File: config.mk
export PLATFORM = sky130hd
export DESIGN_NAME = race_progress_tracker_flat
export DESIGN_NICKNAME = d
export VERILOG_FILES = /design/src/rtl/race_progress_tracker_if.sv /design/src/rtl/race_progress_tracker.sv /design/src/flat_wrapper.sv
export SDC_FILE = /design/constraint.sdc
export NUM_CORES = 1
export LEC_CHECK = 0
export ABC_AREA = 1
export CAP_MARGIN = 5
export CORE_ASPECT_RATIO = 1.2
export CORE_MARGIN = 3
export CORE_UTILIZATION = 32
export DETAILED_ROUTE_END_ITERATION = 6
export GPL_ROUTABILITY_DRIVEN = 1
export PLACE_DENSITY = 0.54
export SYNTH_ARGS = -nofsm -noshare
export SYNTH_HDL_FRONTEND = slang
export SYNTH_SLANG_ARGS = --single-unit
File: constraint.sdc
create_clock -name clk -period 4.7 [get_ports clk]
set_input_delay 0.705 -clock clk [delete_from_list [all_inputs] [get_ports clk]]
set_output_delay 0.705 -clock clk [all_outputs]
set_load 0.1 [all_outputs]
File: src/rtl/race_progress_tracker_if.sv
// Button inputs and race-state outputs shared between the
// input front end, the tracker and the screen router.
interface race_progress_tracker_if;
  logic       btn_green;
  logic       btn_red;
  logic       btn_blue;
  logic       btn_yellow;
  logic       btn_start;
  logic [6:0] green_cur_pos;
  logic [6:0] red_cur_pos;
  logic [6:0] blue_cur_pos;
  logic [6:0] yellow_cur_pos;
  logic       is_in_menu;
  logic [3:0] joined;
  logic [3:0] winner;

  modport master (
    output btn_green, btn_red, btn_blue, btn_yellow, btn_start,
    input  green_cur_pos, red_cur_pos, blue_cur_pos,
    input  yellow_cur_pos, is_in_menu, joined, winner
  );

  modport slave (
    input  btn_green, btn_red, btn_blue, btn_yellow, btn_start,
    output green_cur_pos, red_cur_pos, blue_cur_pos,
    output yellow_cur_pos, is_in_menu, joined, winner
  );
endinterface

File: src/rtl/race_progress_tracker.sv
// Race game state: button edges to car positions, join mask,
// winner capture and the MENU/PLAYING/FINISHED life cycle.
module race_progress_tracker #(
  parameter int MAX_POS        = 109,
  parameter int FINISH_TIMEOUT = 1_000_000,
  parameter int TMR_W          = 20
) (
  input logic                   clk,
  input logic                   rst_n,
  race_progress_tracker_if.slave bus
);

  typedef enum logic [1:0] {
    MENU     = 2'd0,
    PLAYING  = 2'd1,
    FINISHED = 2'd2,
    UNUSED   = 2'd3
  } state_t;

  localparam logic [6:0] MAX = 7'(MAX_POS);
  localparam logic [TMR_W-1:0] T_LAST =
    TMR_W'(FINISH_TIMEOUT - 1);

  state_t           state, state_n;
  logic [3:0]       btn, btn_q, press;
  logic             start_q, start_p;
  logic [3:0]       joined, joined_n;
  logic [3:0]       winner, winner_n;
  logic [3:0]       hit;
  logic [6:0]       pos [4];
  logic [6:0]       pos_n [4];
  logic [TMR_W-1:0] tmr, tmr_n;
  logic             menu_q;

  assign btn = {bus.btn_yellow, bus.btn_blue,
                bus.btn_red, bus.btn_green};
  assign press   = btn & ~btn_q;
  assign start_p = bus.btn_start & ~start_q;

  always_comb begin
    state_n  = state;
    joined_n = joined;
    winner_n = winner;
    tmr_n    = tmr;
    pos_n    = pos;
    hit      = '0;
    case (state)
      MENU: begin
        joined_n = joined | press;
        for (int i = 0; i < 4; i++) pos_n[i] = '0;
        if (start_p && joined != '0) state_n = PLAYING;
      end
      PLAYING: begin
        for (int i = 0; i < 4; i++) begin
          if (press[i] && joined[i] && pos[i] < MAX)
            pos_n[i] = pos[i] + 7'd1;
          hit[i] = (pos_n[i] == MAX);
        end
        if (hit != '0) begin
          state_n  = FINISHED;
          winner_n = hit;
          tmr_n    = '0;
        end
      end
      FINISHED: begin
        tmr_n = tmr + TMR_W'(1);
        if (start_p || tmr == T_LAST) begin
          state_n  = MENU;
          joined_n = '0;
          winner_n = '0;
          tmr_n    = '0;
          for (int i = 0; i < 4; i++) pos_n[i] = '0;
        end
      end
      default: begin
        state_n  = MENU;
        joined_n = '0;
        winner_n = '0;
        tmr_n    = '0;
        for (int i = 0; i < 4; i++) pos_n[i] = '0;
      end
    endcase
  end

  // Edge registers reset high so a button held through reset is not a press.
  always_ff @(posedge clk or negedge rst_n) begin
    if (!rst_n) begin
      state   <= MENU;
      btn_q   <= '1;
      start_q <= 1'b1;
      joined  <= '0;
      winner  <= '0;
      tmr     <= '0;
      menu_q  <= 1'b1;
      for (int i = 0; i < 4; i++) pos[i] <= '0;
    end else begin
      state   <= state_n;
      btn_q   <= btn;
      start_q <= bus.btn_start;
      joined  <= joined_n;
      winner  <= winner_n;
      tmr     <= tmr_n;
      menu_q  <= (state_n == MENU);
      for (int i = 0; i < 4; i++) pos[i] <= pos_n[i];
    end
  end

  assign bus.green_cur_pos  = pos[0];
  assign bus.red_cur_pos    = pos[1];
  assign bus.blue_cur_pos   = pos[2];
  assign bus.yellow_cur_pos = pos[3];
  assign bus.is_in_menu     = menu_q;
  assign bus.joined         = joined;
  assign bus.winner         = winner;

endmodule

File: src/flat_wrapper.sv
// flat-port wrapper written by rule: the top's interface ports become plain ports
module race_progress_tracker_flat 
#(
  parameter int MAX_POS        = 109,
  parameter int FINISH_TIMEOUT = 1_000_000,
  parameter int TMR_W          = 20
)
  (clk, rst_n, bus_btn_green, bus_btn_red, bus_btn_blue, bus_btn_yellow, bus_btn_start, bus_green_cur_pos, bus_red_cur_pos, bus_blue_cur_pos, bus_yellow_cur_pos, bus_is_in_menu, bus_joined, bus_winner);
  race_progress_tracker_if bus_i ();
  input logic clk;
  input logic rst_n;
  input wire logic [$bits(bus_i.btn_green)-1:0] bus_btn_green;
  input wire logic [$bits(bus_i.btn_red)-1:0] bus_btn_red;
  input wire logic [$bits(bus_i.btn_blue)-1:0] bus_btn_blue;
  input wire logic [$bits(bus_i.btn_yellow)-1:0] bus_btn_yellow;
  input wire logic [$bits(bus_i.btn_start)-1:0] bus_btn_start;
  output wire logic [$bits(bus_i.green_cur_pos)-1:0] bus_green_cur_pos;
  output wire logic [$bits(bus_i.red_cur_pos)-1:0] bus_red_cur_pos;
  output wire logic [$bits(bus_i.blue_cur_pos)-1:0] bus_blue_cur_pos;
  output wire logic [$bits(bus_i.yellow_cur_pos)-1:0] bus_yellow_cur_pos;
  output wire logic [$bits(bus_i.is_in_menu)-1:0] bus_is_in_menu;
  output wire logic [$bits(bus_i.joined)-1:0] bus_joined;
  output wire logic [$bits(bus_i.winner)-1:0] bus_winner;
  assign bus_i.btn_green = bus_btn_green;
  assign bus_i.btn_red = bus_btn_red;
  assign bus_i.btn_blue = bus_btn_blue;
  assign bus_i.btn_yellow = bus_btn_yellow;
  assign bus_i.btn_start = bus_btn_start;
  assign bus_green_cur_pos = bus_i.green_cur_pos;
  assign bus_red_cur_pos = bus_i.red_cur_pos;
  assign bus_blue_cur_pos = bus_i.blue_cur_pos;
  assign bus_yellow_cur_pos = bus_i.yellow_cur_pos;
  assign bus_is_in_menu = bus_i.is_in_menu;
  assign bus_joined = bus_i.joined;
  assign bus_winner = bus_i.winner;
  race_progress_tracker #(.MAX_POS(MAX_POS), .FINISH_TIMEOUT(FINISH_TIMEOUT), .TMR_W(TMR_W)) u_core (.clk(clk), .rst_n(rst_n), .bus(bus_i));
endmodule
==> reports/metrics.csv <==
metric;value;unit
outcome;finished clean;
worstPathMaxFanout;26;
cts.sinks;64;
globalRouteOverflowTotal;0;
arrival;3.03;ns
async_flop_share;100;%
place_congestion;0.880;
startpoint_type;register;
antenna_violating_nets_post_route;0;
post_synth_inst_count;552;
placementRows;43;
worstSetupPathType;reg -> reg;
vdd.ir_drop.worst;0.000355;V
cts-buffers-inserted;9;
ys_types;32;
grt_util_met2;26.7;%
num_antenna_cells;0;
drt-initial-drc-count;192;
top_level_ports;44;
powerDensity;502;nW/um^2
timing.critical_path.cells;ha_1, nand3_1, nor4_1, nand3_1, nand2_1, nor2_2, inv_1, o22ai_1;
cts_hold_repair.buffers;0;
core_area;11700;um^2
timing_worst_slew_pin_value;0.977;ns
h_tree_depth_reported_by_cts;3;
dp.final_hpwl;7090;um
antenna_found_initial;0;
critical_path.max_stage_delay;0.73;ns
final_core_utilization;40.8;%
cts.root.buffer_cell;sky130_fd_sc_hd__clkbuf_16;
min_period_over_period;61.2;%
post_synth_instance_area;3910;um^2
tritoncts;built;
pre_cts_slack;1.61;ns
yosysWarningCount;0;
slowest_stage;sky130_fd_sc_hd__inv_1;
stdcell_count;757;
final-hold-violation-count;0;
finalMaxSlewViolations;0;
number_of_enable_type_register_cells_in_the_synthesized_netlist;0;
layout.cells.most_common_list;sky130_fd_sc_hd__nand2_1 (178), sky130_fd_sc_hd__inv_1 (62), sky130_fd_sc_hd__nor2_1 (58), sky130_fd_sc_hd__dfrtp_1 (58), sky130_fd_sc_hd__nand3_1 (53);
post_drt_via_cell_ratio;4.90;
place.port_buffers;43;
path_clk_slew;0.05;ns
final_routed_wirelength_across_all_metal_layers;9900;um
finish.net_count;607;
die-height;127;um
first_pass_grt_wire_length;17000;um
grt_pass1_vias;3641;
timing.critical_path.buf_inv;1;
timing.hold.worst.class;in -> async;
p_leak;2.19;nW
synth_top_flop_cell;sky130_fd_sc_hd__dfrtp_1;
layout.cells.most_common;sky130_fd_sc_hd__nand2_1;
global_route.usage.total;15.3;%
gr-usage-met3;2.88;%
yosys_register_bits;64;
post_cts_setup_buffers;0;
hold-worst-slack;0.382;ns
fp.dieW;107;um
fillerInstances;1246;
detailedRoute.firstPassIterationCount;5;
final.min_clock_period;2.88;ns
critical-path-top-cell-by-count;sky130_fd_sc_hd__nand3_1;
layout_setup_ws;1.82;ns
rsz0062_at_grt;false;
max_slew_margin;34.7;%
die_area;13600;um^2
drt-wirelength-per-cell;13.1;um
mappedNetlistNets;564;
cts_max_path_bufs;2;
top_cell_family_by_delay_on_the_critical_path;simple AND/OR/NAND/NOR gates;
crit_required;4.85;ns
average_cell_area_after_synthesis;7.08;um^2
dp_cells;741;
total_vias_in_the_final_route;3713;
yosysSeqAreaShare;41.2;%
areaGrowthSynthToFinish;22.6;%
met1_usage;18.8;%
drc_errors;0;
post_route_cells_drive_above_1_share;8.33;%
postCtsResizedCells;0;
capturing_element_type_of_the_critical_path;register;
grt_busiest_layer;met2;
final-setup-viol-count;0;
worst_clock_skew;0.00769;ns
max-cap-violations;0;
grt_max_degree;40;
clk_latency;0.32;ns
highest_clock_frequency_the_design_can_meet;347;MHz
tns;0;ns
initial_utilization;33.3;%
==> cell usage after synthesis, types with 5 or more instances <==
cell type | n | share of area (%)
sky130_fd_sc_hd__dfstp_2 | 6 | 4.0
sky130_fd_sc_hd__nor4_1 | 5 | 0.80
sky130_fd_sc_hd__ha_1 | 5 | 1.6
sky130_fd_sc_hd__o21ai_1 | 7 | 0.90
sky130_fd_sc_hd__xor2_1 | 17 | 3.8
sky130_fd_sc_hd__nor3_1 | 6 | 0.77
sky130_fd_sc_hd__nor2_2 | 7 | 1.1
sky130_fd_sc_hd__o22ai_1 | 16 | 2.6
sky130_fd_sc_hd__o21ai_0 | 11 | 1.4
sky130_fd_sc_hd__dfrtp_1 | 58 | 37
sky130_fd_sc_hd__nand3_1 | 53 | 6.8
sky130_fd_sc_hd__nor2_1 | 58 | 5.6
sky130_fd_sc_hd__clkbuf_1 | 7 | 0.67
sky130_fd_sc_hd__inv_1 | 62 | 6.0
sky130_fd_sc_hd__nand2_1 | 178 | 17
sky130_fd_sc_hd__nand2_2 | 16 | 2.6
sky130_fd_sc_hd__nand4_1 | 14 | 2.2
==> metrics by stage <==
step / total power, mW / area [um^2]
2_1_floorplan: 1.47 / 3910
3_3_place_gp: 1.71 / 4480
3_5_place_dp: 1.72 / 4480
4_1_cts: 2.43 / 4790
5_1_grt: 2.53 / 4790
6_report: 2.41 / 4790
==> power breakdown <==
part           switching, mW  total, mW  internal [mW]  leakage, nW
clock                  0.227      0.705          0.478        0.154
sequential             0.101      0.726          0.625        0.853
combinational          0.751      0.975          0.224         1.18
==> worst paths after layout <==
kind,end,slack [ns],from,depth (start not counted)
worst max-delay path,u_core.bus.blue_cur_pos[2],1.82,u_core.tmr[1],8
worst min-delay path,u_core.bus.red_cur_pos[5],0.38,rst_n,1
worst max register to register,u_core.bus.blue_cur_pos[2],1.82,u_core.tmr[1],8
worst min register to register,u_core.bus.winner[1],0.49,u_core.bus.winner[1],2
max in group asynchronous,u_core.start_q,3.36,rst_n,2
min in group clk,u_core.bus.winner[1],0.49,u_core.bus.winner[1],2
==> state kept, by name, indices dropped and copies added, names as in the netlist <==
signal,flops
u_core.state,2
u_core.bus.winner,4
u_core.btn_q,4
u_core.tmr,20
u_core.bus.blue_cur_pos,7
u_core.bus.red_cur_pos,7
u_core.bus.is_in_menu,1
u_core.bus.yellow_cur_pos,7
u_core.bus.green_cur_pos,7
u_core.bus.joined,4
u_core.start_q,1
==> cells by family (layout without fill, tap and decap cells) <==
group                    after synthesis  count (layout)  synth area share (%)
AND/OR/NAND/NOR                      341             341                  37.9
buffers and inverters                 76             124                  7.78
flip-flops                            64              64                  41.2
AO/OA/AOI/OAI                         46              46                  7.08
XOR/XNOR                              20              20                  4.48
adder cells (fa/ha/maj)                5               5                  1.60
==> per-layer routing <==
metal / up-vias / share of wire [%]
li1: 1865 / -
met4: 0 / 0.99
met3: 7 / 4.7
met1: 1749 / 44
met5: - / 0
met2: 92 / 50
==> layout make-up <==
class / count / area (um^2) / area share [%]
repair buffers: 45 / 440 / 9.19
clock inverters: 3 / 65.1 / 1.36
well taps: 157 / 196 / 4.10
clock buffers: 13 / 250 / 5.22
inverters: 63 / 236 / 4.94
multi-input cells: 412 / 1990 / 41.6
flip-flops and latches: 64 / 1610 / 33.6
==> worst reg2reg max path, delay by kind of cell (launching register included) <==
family | cells | cell delay (ns)
buffers and inverters | 1 | 0.73
adders and majority gates | 1 | 0.25
AOI/OAI and AO/OA | 1 | 0.19
DFF | 1 | 0.40
and+or+nand+nor | 5 | 1.13
Power figures use the tool's default switching activity.
